**config.mk**
```make
export PLATFORM = sky130hd
export DESIGN_NAME = display_mux_scan
export DESIGN_NICKNAME = d
export VERILOG_FILES = /design/src/rtl/display_mux_scan.sv
export SDC_FILE = /design/constraint.sdc
export NUM_CORES = 1
export LEC_CHECK = 0
export BUFFER_PORTS_ARGS = -buffer_cell sky130_fd_sc_hd__clkbuf_2
export CAP_MARGIN = 5
export CORE_UTILIZATION = 45
export DETAILED_ROUTE_END_ITERATION = 16
export PLACE_DENSITY = 0.74
export SLEW_MARGIN = 15
export SYNTH_ARGS = -nofsm -noshare
export SYNTH_HDL_FRONTEND = slang
export SYNTH_SLANG_ARGS = --single-unit
```
**constraint.sdc**
```tcl
create_clock -name clk -period 6.5 [get_ports clk]
set_input_delay 0.65 -clock clk [delete_from_list [all_inputs] [get_ports clk]]
set_output_delay 0.65 -clock clk [all_outputs]
set_load 0.03 [all_outputs]
```
**src/rtl/display_mux_scan.sv**
```systemverilog
// Time-multiplexed N-digit 7-segment driver: handshake capture, shift-add-3 BCD conversion, double-buffered scan.
// Optional DISPLAY_MUX_LEADING_ZERO_BLANK_EN blanks leading zero digits (units digit and overflow dashes always shown).
module display_mux_scan #(
  parameter int unsigned NUM_DIGITS    = 4,
  parameter int unsigned IN_WIDTH      = 14,
  parameter int unsigned REFRESH_COUNT = 100000
) (
  input  logic                  clk,
  input  logic                  reset_n,
  input  logic [IN_WIDTH-1:0]   value,
  input  logic                  value_valid,
  output logic                  value_ready,
  input  logic                  enable,
  output logic [6:0]            segments,
  output logic [NUM_DIGITS-1:0] display_select,
  output logic                  overflow
);

  localparam int unsigned BCD_W  = 4 * NUM_DIGITS;
  localparam int unsigned CNT_W  = $clog2(REFRESH_COUNT);
  localparam int unsigned IDX_W  = (NUM_DIGITS > 1) ? $clog2(NUM_DIGITS) : 1;
  localparam int unsigned ITER_W = $clog2(IN_WIDTH + 1);
  localparam logic [6:0]  DASH   = 7'b0000001;

  function automatic logic [63:0] pow10(input int unsigned n);
    logic [63:0] p;
    p = 64'd1;
    for (int unsigned i = 0; i < n; i++) p = p * 64'd10;
    return p;
  endfunction

  localparam logic [63:0] OVF_LIMIT = pow10(NUM_DIGITS);

  function automatic logic [6:0] seg_of(input logic [3:0] d);
    case (d)
      4'd0:    seg_of = 7'b1111110;
      4'd1:    seg_of = 7'b0110000;
      4'd2:    seg_of = 7'b1101101;
      4'd3:    seg_of = 7'b1111001;
      4'd4:    seg_of = 7'b0110011;
      4'd5:    seg_of = 7'b1011011;
      4'd6:    seg_of = 7'b1011111;
      4'd7:    seg_of = 7'b1110000;
      4'd8:    seg_of = 7'b1111111;
      4'd9:    seg_of = 7'b1110011;
      default: seg_of = 7'b0000000;
    endcase
  endfunction

  typedef enum logic [1:0] {S_IDLE, S_CONVERT, S_COMMIT} state_t;

  state_t              state_q, state_d;
  logic [IN_WIDTH-1:0] bin_q, bin_d;
  logic [BCD_W-1:0]    bcd_q, bcd_d, adj;
  logic [ITER_W-1:0]   iter_q, iter_d;
  logic                ovf_cap_q, ovf_cap_d;
  logic [BCD_W-1:0]    latch_q, latch_d;
  logic                latch_ovf_q, latch_ovf_d;
  logic [3:0]          nib;
  logic [63:0]         value_ext;

  assign value_ext   = 64'(value);
  assign value_ready = (state_q == S_IDLE);
  assign overflow    = latch_ovf_q;

  always_ff @(posedge clk or negedge reset_n) begin
    if (!reset_n) begin
      state_q     <= S_IDLE;
      bin_q       <= '0;
      bcd_q       <= '0;
      iter_q      <= '0;
      ovf_cap_q   <= 1'b0;
      latch_q     <= '0;
      latch_ovf_q <= 1'b0;
    end else begin
      state_q     <= state_d;
      bin_q       <= bin_d;
      bcd_q       <= bcd_d;
      iter_q      <= iter_d;
      ovf_cap_q   <= ovf_cap_d;
      latch_q     <= latch_d;
      latch_ovf_q <= latch_ovf_d;
    end
  end

  always_comb begin
    state_d     = state_q;
    bin_d       = bin_q;
    bcd_d       = bcd_q;
    iter_d      = iter_q;
    ovf_cap_d   = ovf_cap_q;
    latch_d     = latch_q;
    latch_ovf_d = latch_ovf_q;
    adj         = bcd_q;
    nib         = '0;
    case (state_q)
      S_IDLE: begin
        if (value_valid) begin
          bin_d     = value;
          bcd_d     = '0;
          iter_d    = '0;
          ovf_cap_d = (value_ext >= OVF_LIMIT);
          state_d   = S_CONVERT;
        end
      end
      S_CONVERT: begin
        for (int unsigned i = 0; i < NUM_DIGITS; i++) begin
          nib = bcd_q[4*i +: 4];
          adj[4*i +: 4] = (nib >= 4'd5) ? nib + 4'd3 : nib;
        end
        // Digits that fall off the top of the BCD register are lost; overflow covers them.
        {bcd_d, bin_d} = {adj, bin_q} << 1;
        iter_d = iter_q + ITER_W'(1);
        if (iter_q == ITER_W'(IN_WIDTH - 1)) state_d = S_COMMIT;
      end
      S_COMMIT: begin
        latch_d     = bcd_q;
        latch_ovf_d = ovf_cap_q;
        state_d     = S_IDLE;
      end
      default: state_d = S_IDLE;
    endcase
  end

  logic [CNT_W-1:0]      refresh_q;
  logic [IDX_W-1:0]      scan_idx_q;
  logic [3:0]            cur_digit;
  logic                  blank;
  logic [6:0]            seg_n, seg_q;
  logic [NUM_DIGITS-1:0] sel_n, sel_q;
`ifdef DISPLAY_MUX_LEADING_ZERO_BLANK_EN
  logic                  zero_above;
`endif

  always_ff @(posedge clk or negedge reset_n) begin
    if (!reset_n) begin
      refresh_q  <= '0;
      scan_idx_q <= '0;
    end else if (enable) begin
      if (refresh_q == CNT_W'(REFRESH_COUNT - 1)) begin
        refresh_q  <= '0;
        scan_idx_q <= (scan_idx_q == IDX_W'(NUM_DIGITS - 1)) ? '0 : scan_idx_q + IDX_W'(1);
      end else begin
        refresh_q <= refresh_q + CNT_W'(1);
      end
    end
  end

  always_comb begin
    cur_digit = '0;
    blank     = 1'b0;
    sel_n     = '1;
    for (int unsigned k = 0; k < NUM_DIGITS; k++) begin
      if (scan_idx_q == IDX_W'(k)) begin
        cur_digit = latch_q[4*k +: 4];
        sel_n[k]  = 1'b0;
      end
    end
`ifdef DISPLAY_MUX_LEADING_ZERO_BLANK_EN
    // Walk down from the top digit; a digit is blank while everything at and above it is zero.
    zero_above = 1'b1;
    for (int unsigned k = NUM_DIGITS; k > 0; k--) begin
      zero_above = zero_above & (latch_q[4*(k-1) +: 4] == 4'd0);
      if ((k > 1) && (scan_idx_q == IDX_W'(k - 1))) blank = zero_above;
    end
`endif
    if (latch_ovf_q)  seg_n = DASH;
    else if (blank)   seg_n = '0;
    else              seg_n = seg_of(cur_digit);
  end

  always_ff @(posedge clk or negedge reset_n) begin
    if (!reset_n) begin
      seg_q <= '0;
      sel_q <= '1;
    end else if (!enable) begin
      seg_q <= '0;
      sel_q <= '1;
    end else begin
      seg_q <= seg_n;
      sel_q <= sel_n;
    end
  end

  assign segments       = seg_q;
  assign display_select = sel_q;

endmodule

```
==> out/qor.txt, run 1 <==
status -> finished with violations
violated checks -> DRC
final worst clock skew -> 13.5 ps
chip height -> 97.7 µm
core area -> 8810 µm²
Syn Inst Count -> 397
total setup buffers inserted after CTS -> 0
num rows -> 34
setup violators final -> 0
critical path's largest stage delay -> 480 ps
slowest library cell on the worst path -> a221oi_1
final wirelength -> 7830 µm
CP startpoint kind -> flip-flop
ANT nets after route -> 0
Final Cell Area -> 4580 µm²
gp weighted congestion -> 0.869
port buffer count -> 30
RSZ-0062 raised after global routing -> no
antenna violations before repair -> 0
pwr/cell area -> 428 nW/µm²
Final Hold Slack -> 330 ps
post-synthesis cell area -> 4120 µm²
peak supply drop -> 0.264 mV
Synth warnings -> 0
crit path DAT -> 2920 ps
Core Util, Final -> 52.1%
CTS hold repair buffers -> 0
post-DP HPWL -> 5390 µm
Slew HR -> 38.2%
Netlist cell types -> 57
Syn-to-layout area delta -> 11.2%
worst hold path class -> in -> async
Synth async-reset ratio -> 100%
share of layout cells above drive strength 1 -> 17.7%
Most used DFF post-synth -> dfrtp_1
ANT cells -> 0
drc violations -> 6
Crit path required time -> 6760 ps
cell mode on critical path -> ha_1
CP Capture Type -> flip-flop
syn avg cell area -> 10.4 µm²
Final min period -> 2660 ps
post-synthesis register bit count -> 84
gr ovfl total -> 0
DR vias -> 3,001
H-tree depth -> 3
MaxCap Viol Count -> 0
fill count -> 791
Post-synth EDFFs -> 0
Critical Path, Cell by Cell -> inv_1 -> ha_1 -> or2_1 -> a221oi_1 -> nor2_1 -> ha_1 -> nand3b_1 -> o32a_1 -> a221oi_2
clk root buf -> clkbuf_8
TritonCTS clock tree -> yes
Clock Tree Buf Depth -> 2
Area after DPL -> 4360 µm²
Starting Density -> 46.8%
crit-path max FO -> 5
Crit Path Class -> reg -> reg
Highest Clock Rate -> 376 MHz
period utilization -> 41.0%
final slew viol count -> 0
CP bufs+invs -> 1
Sink Count -> 84
CTS clk-pin slew, worst paths -> 90 ps
total track usage -> 17.1%
die area -> 9550 µm²
CTS Buf Count -> 9
total nets after synthesis -> 435
pin count of the biggest net entering global routing -> 85
Vias per Instance -> 5.59
PostCTS Resize Cnt -> 0
Die X-Extent -> 97.7 µm
final net count -> 462
number of global-route vias before repair -> 2,889
Hold Fails Final Rpt -> 0
P_leak -> 2.09 nW
setup_tns -> 0 ps
initial drt markers -> 124
DRT Pass-1 Iters -> 11
Pwr Total -> 1.96 mW
worst slew pin tran -> 926 ps
Clock Latency Late Sink -> 360 ps
CP top delay family -> compound AO/OA/AOI/OAI gates
register area share after synthesis -> 51.1%
first-pass GRT wire length -> 13,200 µm
Ports -> 31
routed len/inst -> 14.6 µm
-- registers in the layout, summed over array words and instances (netlist names) --
name	cells
iter_q	4
latch_q	16
overflow	1
segments	7
refresh_q	17
display_select	4
bin_q	14
state_q	2
bcd_q	16
ovf_cap_q	1
scan_idx_q	2
-- path summary, 6_finish.rpt --
kind / startpoint / end / slack [ps] / cells after the start
worst min-delay path: reset_n / refresh_q[10] / 330 / 1
worst max-delay path: scan_idx_q[0] / segments[0] / 3840 / 9
max in group asynchronous: reset_n / refresh_q[14] / 5650 / 1
worst min register to register: latch_q[12] / latch_q[12] / 490 / 2
worst max register to register: scan_idx_q[0] / segments[0] / 3840 / 9
min in group clk: latch_q[12] / latch_q[12] / 490 / 2
-- cells in the final DEF (no fill, tap or decap), types with 2 or more instances in the layout --
cell        n
inv_1      18
nor2b_1     2
nand3_1    25
nand4_1     6
ha_1       20
nand2b_1    8
nand2_1    29
o2bb2ai_1   2
clkbuf_2   29
bufinv_16   2
xor2_1      6
a221oi_1    3
xnor2_1    12
o2111ai_1   2
mux2_2     16
a32o_1      4
dfstp_2     4
o31ai_1     7
dfrtp_1    80
clkbuf_8    9
o21ai_0    29
a21oi_1     8
o22ai_1    21
nor3_1      4
nor2_1     40
a21o_1      2
mux2i_1     3
and3_1      2
-- synthesized netlist by cell type, types with 2 or more instances --
library cell | count | area share [%]
a21o_1 | 2 | 0.36
a21oi_1 | 8 | 0.97
a221oi_1 | 3 | 0.64
a32o_1 | 4 | 0.97
and3_1 | 2 | 0.30
buf_2 | 3 | 0.36
clkbuf_1 | 11 | 1.0
dfrtp_1 | 80 | 49
dfstp_2 | 4 | 2.6
ha_1 | 20 | 6.1
inv_1 | 18 | 1.6
mux2_2 | 16 | 4.4
mux2i_1 | 3 | 0.73
nand2_1 | 29 | 2.6
nand2b_1 | 8 | 1.2
nand3_1 | 25 | 3.0
nand4_1 | 6 | 0.91
nor2_1 | 40 | 3.6
nor2b_1 | 2 | 0.30
nor3_1 | 4 | 0.49
o2111ai_1 | 2 | 0.43
o21ai_0 | 29 | 3.5
o22ai_1 | 21 | 3.2
o2bb2ai_1 | 2 | 0.43
o31ai_1 | 7 | 1.3
xnor2_1 | 12 | 2.6
xor2_1 | 6 | 1.3
-- layer usage --
metal,vias up,share of wire [%],global-route usage (%)
li1,1481,-,-
met1,1434,47,22.0
met2,78,48,27.9
met3,8,4.2,4.10
met4,0,1.0,6.64
met5,-,0,0
-- cells by family (layout without fill, tap and decap cells) --
kind of cell | count (synthesis) | after routing | share of synthesized area (%)
compound gates | 91 | 91 | 15.0
fa+ha+maj | 20 | 20 | 6.07
mux | 19 | 19 | 5.10
buf+inv | 33 | 65 | 3.10
xor+xnor | 18 | 18 | 3.83
flops | 84 | 84 | 51.1
simple gates | 132 | 132 | 15.8
-- where the power goes --
group          switching (mW)  leakage [nW]  internal, mW
Combinational           0.412         0.952         0.303
Sequential              0.136          1.03         0.698
Clock                   0.192         0.109         0.221
-- worst reg2reg max path, cell delays in order, from the launching register on --
cell      delay, ps
dfrtp_1         440
inv_1            90
ha_1            260
or2_1           280
a221oi_1        480
nor2_1          170
ha_1            230
nand3b_1        180
o32a_1          200
a221oi_2        240
-- final cells by class --
type                            instances  area [µm²]  area share (%)
Tap cell                              108         135            2.95
Timing Repair Buffer                   31         164            3.58
Clock buffer                           10         128            2.78
Inverter                               18        67.6            1.47
Multi-Input combinational cell        280        1890            41.2
Sequential cell                        84        2110            46.0
Clock inverter                          6        96.3            2.10
-- through the flow --
| stage | worst slack [ps] | cells |
|---|---|---|
| finish | 3840 | 537 |
| detailed placement | 3940 | 521 |
| floorplan | 4250 | 397 |
| global route | 3610 | 537 |
| CTS | 3910 | 537 |
| global placement | 4020 | 521 |
Power figures use the tool's default switching activity.
==> inputs of run 2 (changes only) <==
--- a/config.mk
+++ b/config.mk
@@ -9,7 +9,7 @@
 export CAP_MARGIN = 5
 export CORE_UTILIZATION = 45
 export DETAILED_ROUTE_END_ITERATION = 16
-export PLACE_DENSITY = 0.74
+export PLACE_DENSITY = 0.76
 export SLEW_MARGIN = 15
 export SYNTH_ARGS = -nofsm -noshare
 export SYNTH_HDL_FRONTEND = slang
==> constraint.sdc (replaced) <==
create_clock -name clk -period 2.2 [get_ports clk]
set_input_delay 0.22 -clock clk [delete_from_list [all_inputs] [get_ports clk]]
set_output_delay 0.22 -clock clk [all_outputs]
set_load 0.03 [all_outputs]
==> out/qor.txt, run 2 (same netlist as run 1, synthesis figures left out) <==
status -> finished with violations
violated checks -> DRC
initial drt markers -> 136 (+9.7%)
setup violators final -> 0 (unchanged)
Clock Power Share -> 18.7% (-2.4 points)
combinational share of power -> 38.9% (+2.5 points)
first-pass GRT wire length -> 14,400 µm (+9.1%)
Critical Path Source -> scan_idx_q[1]
CP Capture Point -> segments[0]
CP bufs+invs -> 1 (unchanged)
commonest non-fill, non-tap cells in the layout -> 78 x dfrtp_1, 39 x nor2_1, 29 x nand2_1, 29 x o21ai_0, 29 x clkbuf_2
die area -> 9550 µm² (unchanged)
share of layout cells above drive strength 1 -> 27.3% (+9.5 points)
Reg2Reg Depth -> 9 (unchanged)
Flop pwr share -> 42.4% (about the same)
Place WS -> -159 ps (-4100 ps)
H-tree depth -> 3 (unchanged)
Crit Reg-Reg Startpoint -> scan_idx_q[1]
routed len/inst -> 15.0 µm (+3.1%)
switch share -> 38.3% (+0.58 points)
CP top delay family -> compound AO/OA/AOI/OAI gates
CP Capture Type -> flip-flop
slowest library cell on the worst path -> dfrtp_2
Sink Count -> 84 (unchanged)
gr ovfl total -> 0 (unchanged)
ANT cells -> 0 (unchanged)
Clock Latency Late Sink -> 360 ps (about the same)
period utilization -> 99.7% (+59 points)
R2R Setup Slk -> 6 ps (-3830 ps)
final net count -> 488 (+5.6%)
clk root buf -> clkbuf_8
Crit path required time -> 2460 ps (-4300 ps)
Final Hold Slack -> 54.8 ps (-275 ps)
CTS Buf Count -> 9 (unchanged)
Final Worst Setup Slack -> 5.72 ps (-3830 ps)
number of global-route vias before repair -> 3,136 (+8.5%)
crit-path max FO -> 4 (-1)
RSZ-0062 raised after global routing -> yes
worst slew pin tran -> 794 ps (-132 ps)
DRT Pass-1 Iters -> 11 (unchanged)
commonest non-fill, non-tap cell in the layout -> dfrtp_1
port buffer count -> 30 (unchanged)
CTS clk-pin slew, worst paths -> 80 ps (about the same)
Highest Clock Rate -> 456 MHz (+21%)
Switch Pwr -> 2.24 mW (+200%)
Syn-to-layout area delta -> 18.6%
final wirelength -> 8460 µm (+8.1%)
pwr/cell area -> 1200 nW/µm² (+180%)
final slew viol count -> 0 (unchanged)
peak supply drop -> 0.823 mV (+210%)
worst hold path class -> in -> reg
setup_tns -> 0 ps (unchanged)
Ports -> 31 (unchanged)
Critical Path, Cell by Cell -> ha_4 -> or2_4 -> a221oi_4 -> or2_4 -> inv_4 -> ha_4 -> nand3b_1 -> o32a_1 -> a221oi_2
Hold Fails Final Rpt -> 0 (unchanged)
Die X-Extent -> 97.7 µm (unchanged)
fill count -> 755 (-4.6%)
total track usage -> 18.6% (+1.5 points)
final worst clock skew -> 9.68 ps (-3.80 ps)
Final min period -> 2190 ps (-468 ps)
critical path's largest stage delay -> 460 ps (-20 ps)
DR vias -> 3,170 (+5.6%)
post-DP HPWL -> 5880 µm (+9.1%)
Top Registers -> refresh_q: 17 flops, bcd_q: 16 flops, latch_q: 16 flops
gp weighted congestion -> 0.889 (+2.3%)
Vias per Instance -> 5.63 (+0.75%)
num rows -> 34 (unchanged)
Starting Density -> 46.8% (unchanged)
CP startpoint kind -> flip-flop
crit path DAT -> 2450 ps (-470 ps)
MaxCap Viol Count -> 0 (unchanged)
ANT nets after route -> 0 (unchanged)
core area -> 8810 µm² (unchanged)
Clock Tree Buf Depth -> 2 (unchanged)
TritonCTS clock tree -> yes
chip height -> 97.7 µm (unchanged)
Slew HR -> 47.1% (+8.8 points)
r2r endpoint -> segments[0]
antenna violations before repair -> 0 (unchanged)
CP Depth -> 9 (unchanged)
P_leak -> 2.22 nW (+6.4%)
Top reg by flops -> refresh_q
P_int -> 3.62 mW (+200%)
max reg flops -> 17 (unchanged)
Crit Path Class -> reg -> reg
drc violations -> 6 (unchanged)
pin count of the biggest net entering global routing -> 53 (-38%)
-- run 2: cell count changes in the layout (fill, tap and decap cells not counted), sizes merged --
| cell | previous run | this run |
|---|---|---|
| buf | 2 | 27 |
| clkinv | 1 | 3 |
| inv | 20 | 18 |
| bufinv | 2 | 1 |
| clkinvlp | 1 | 2 |
| dlygate4sd3 | 0 | 1 |
-- run 2: worst register-to-register path: stages (launching register included) --
cell      delay (ps)
dfrtp_2          460
ha_4             190
or2_4            270
a221oi_4         200
or2_4            180
inv_4             40
ha_4             150
nand3b_1         170
o32a_1           200
a221oi_2         250
-- run 2: through the flow --
stage	total power [mW]	utilization, %	std cells	instance area, µm²
CTS	5.87	54.9	562	4840
detailed placement	4.73	51.7	543	4550
floorplan	4.09	-	397	4140
global placement	4.58	51.7	543	4550
global route	6.29	55.5	563	4890
finish	5.86	55.5	563	4890
-- run 2: final cells by class --
cell class / instances / area [µm²] / area share [%]
clock buffer: 10 / 138 / 2.82
multi-input combinational: 280 / 2000 / 40.9
clock inverter: 6 / 63.8 / 1.31
inverter: 18 / 70.1 / 1.43
timing repair buffer: 57 / 374 / 7.65
tap: 108 / 135 / 2.76
sequential: 84 / 2110 / 43.2
-- run 2: power by group through the flow --
| stage | clock [mW] | sequential [mW] | combinational [mW] |
|---|---|---|---|
| after floorplan | 0 | 2.50 | 1.59 |
| after global placement | 0 | 2.47 | 2.11 |
| after detailed placement | 0 | 2.50 | 2.22 |
| after CTS | 1.13 | 2.48 | 2.26 |
| after global routing | 1.20 | 2.55 | 2.54 |
| final | 1.10 | 2.49 | 2.28 |
-- run 2: timing repair --
| action | 4_1_cts | 5_1_grt |
|---|---|---|
| resized for setup | 18 | 10 |
| endpoints found under the hold margin | 28 | 0 |
| cloned | 0 | 0 |
| setup endpoints to repair | 6 | 5 |
| pin swaps | 7 | 7 |
| setup buffers | 2 | 1 |
| hold buffers | 1 | 0 |
-- run 2: how the worst min path moves through the flow --
stage / from / endpoint / slack [ps] / cells past startpoint
final: value[0] / bin_q[0] / 50 / 3
after CTS: value[0] / bin_q[0] / 40 / 3
after global routing: value[0] / bin_q[0] / 60 / 3
after detailed placement: reset_n / segments[1] / 190 / 1
after floorplan: reset_n / bcd_q[0] / -80 / 0
after global placement: reset_n / segments[1] / 180 / 1
-- run 2: layer usage --
layer	track usage, %	vias up	wire [µm]
met4	5.71	0	76
met1	23.7	1548	3880
met5	0	-	0
met2	31.3	81	4190
li1	-	1533	-
met3	4.46	8	314
==> inputs of run 3 (changes only) <==
--- a/config.mk
+++ b/config.mk
@@ -9,7 +9,7 @@
 export CAP_MARGIN = 5
 export CORE_UTILIZATION = 45
 export DETAILED_ROUTE_END_ITERATION = 16
-export PLACE_DENSITY = 0.76
+export PLACE_DENSITY = 0.74
 export SLEW_MARGIN = 15
 export SYNTH_ARGS = -nofsm -noshare
 export SYNTH_HDL_FRONTEND = slang
==> constraint.sdc (replaced) <==
create_clock -name clk -period 2.5 [get_ports clk]
set_input_delay 0.25 -clock clk [delete_from_list [all_inputs] [get_ports clk]]
set_output_delay 0.25 -clock clk [all_outputs]
set_load 0.03 [all_outputs]
==> out/qor.txt, run 3 (same netlist as run 1, synthesis figures left out) <==
number of global-route vias before repair -> 2,985 (-4.8%)
share of layout cells above drive strength 1 -> 21.0% (-6.3 points)
fill count -> 793 (+5.0%)
Vias per Instance -> 5.61 (-0.29%)
ANT nets after route -> 0 (unchanged)
routed len/inst -> 14.6 µm (-2.6%)
Hold Fails Final Rpt -> 0 (unchanged)
worst hold path class -> in -> reg
Top reg by flops -> refresh_q
final wirelength -> 8010 µm (-5.4%)
DR vias -> 3,071 (-3.1%)
Crit path required time -> 2760 ps (+300 ps)
Die X-Extent -> 97.7 µm (unchanged)
slowest library cell on the worst path -> dfrtp_1
Critical Path Source -> scan_idx_q[0]
H-tree depth -> 3 (unchanged)
gp weighted congestion -> 0.920 (+3.5%)
commonest non-fill, non-tap cell in the layout -> dfrtp_1
first-pass GRT wire length -> 14,100 µm (-2.2%)
port buffer count -> 30 (unchanged)
antenna violations before repair -> 0 (unchanged)
total track usage -> 18.2% (-0.40 points)
CTS Buf Count -> 9 (unchanged)
crit-path max FO -> 5 (+1)
Clock Power Share -> 19.6% (+0.9 points)
Clock Latency Late Sink -> 350 ps (about the same)
core area -> 8810 µm² (unchanged)
initial drt markers -> 139 (+2.2%)
Syn-to-layout area delta -> 13.7%
worst slew pin tran -> 947 ps (+153 ps)
max reg flops -> 17 (unchanged)
drc violations -> 6 (unchanged)
TritonCTS clock tree -> yes
Sink Count -> 84 (unchanged)
CTS clk-pin slew, worst paths -> 80 ps (about the same)
Ports -> 31 (unchanged)
clk root buf -> clkbuf_8
combinational share of power -> 37.6% (-1.3 points)
post-DP HPWL -> 5590 µm (-4.9%)
chip height -> 97.7 µm (unchanged)
Final Hold Slack -> 91.6 ps (+36.8 ps)
pwr/cell area -> 1080 nW/µm² (-9.6%)
gr ovfl total -> 0 (unchanged)
Top Registers -> refresh_q: 17 flops, bcd_q: 16 flops, latch_q: 16 flops
Final min period -> 2380 ps (+183 ps)
die area -> 9550 µm² (unchanged)
commonest non-fill, non-tap cells in the layout -> 80 x dfrtp_1, 40 x nor2_1, 29 x nand2_1, 29 x o21ai_0, 29 x clkbuf_2
switch share -> 38.2% (-0.063 points)
ANT cells -> 0 (unchanged)
Clock Tree Buf Depth -> 2 (unchanged)
CP startpoint kind -> flip-flop
final slew viol count -> 0 (unchanged)
peak supply drop -> 0.866 mV (+5.2%)
num rows -> 34 (unchanged)
violated checks -> DRC
pin count of the biggest net entering global routing -> 46 (-13%)
hold_sp -> value[0]
Flop pwr share -> 42.7% (+0.3 points)
Slew HR -> 36.9% (-10 points)
crit path DAT -> 2630 ps (+180 ps)
critical path's largest stage delay -> 430 ps (-30 ps)
Crit Reg-Reg Startpoint -> scan_idx_q[0]
MaxCap Viol Count -> 0 (unchanged)
Switch Pwr -> 1.94 mW (-14%)
Starting Density -> 46.8% (unchanged)
P_leak -> 2.13 nW (-4.3%)
setup violators final -> 0 (unchanged)
P_int -> 3.14 mW (-13%)
setup_tns -> 0 ps (unchanged)
Crit Path Class -> reg -> reg
final worst clock skew -> 11.7 ps (+2.06 ps)
status -> finished with violations
CP Capture Type -> flip-flop
period utilization -> 95.1% (-4.7 points)
Critical Path, Cell by Cell -> ha_1 -> or2_1 -> a221oi_2 -> or2_4 -> inv_1 -> ha_1 -> nand3b_1 -> o32a_1 -> a221oi_2
final net count -> 472 (-3.3%)
DRT Pass-1 Iters -> 10 (-1)
Highest Clock Rate -> 421 MHz (-7.7%)
[run 3: changes by cell type in the layout (fill, tap and decap cells not counted), moves of 4 or more]
cell   delta
inv_1     +5
ha_1      +4
inv_2     -4
buf_4    -14
[run 3: power groups by stage]
stage / clock network [mW] / logic (mW) / registers [mW]
2_1_floorplan: 0 / 1.40 / 2.19
4_1_cts: 1.03 / 1.91 / 2.17
3_3_place_gp: 0 / 1.81 / 2.17
5_1_grt: 1.08 / 2.17 / 2.24
3_5_place_dp: 0 / 1.89 / 2.19
6_report: 0.998 / 1.91 / 2.17
[run 3: area by class of cell]
cell class | count | area, µm² | area share, %
Sequential cell | 84 | 2110 | 45.0
Multi-Input combinational cell | 280 | 1930 | 41.2
Timing Repair Buffer | 41 | 238 | 5.07
Clock buffer | 10 | 138 | 2.94
Tap cell | 108 | 135 | 2.88
Clock inverter | 6 | 70.1 | 1.50
Inverter | 18 | 67.6 | 1.44
[run 3: path summary, 6_finish.rpt]
path                                          end  slack [ps]  cells past startpoint
worst max-delay path                  segments[0]         120                      9
worst min-delay path                     bin_q[0]          90                      3
worst max register to register        segments[0]         120                      9
worst min register to register          ovf_cap_q         480                      2
max in group asynchronous       display_select[3]        1340                      3
min in group asynchronous             segments[4]         400                      2
[run 3: routing by layer]
| metal | share of wire (%) | vias to the layer above | GRT usage (%) |
|---|---|---|---|
| met5 | 0 | - | 0 |
| met1 | 47 | 1500 | 24.7 |
| li1 | - | 1495 | - |
| met2 | 48 | 70 | 29.7 |
| met3 | 4.3 | 6 | 4.39 |
| met4 | 0.76 | 0 | 3.85 |
[run 3: critical path, delay by kind of cell (launching register included)]
family,cells,cell delay [ps]
compound gates,3,680
buf+inv,1,50
simple gates,3,670
fa+ha+maj,2,450
flops,1,430
[run 3: repair_timing]
item                                    4_1_cts  5_1_grt
setup buffers                                 0        3
hold buffers                                  1        0
pin swaps                                     0        2
endpoints found under the hold margin        37        0
endpoints found under the setup margin        1        2
resized for setup                             1        7
[run 3: per-stage QoR]
step | utilization (%) | total power, mW | cell area, µm² | worst slack (ps) | instances
2_1_floorplan | - | 3.59 | 4120 | 250 | 397
3_3_place_gp | 50.0 | 3.98 | 4400 | 137 | 527
3_5_place_dp | 50.0 | 4.08 | 4400 | 8.52 | 527
4_1_cts | 52.5 | 5.11 | 4630 | 86.6 | 544
5_1_grt | 53.2 | 5.49 | 4680 | -9.17 | 547
6_report | 53.2 | 5.08 | 4680 | 123 | 547
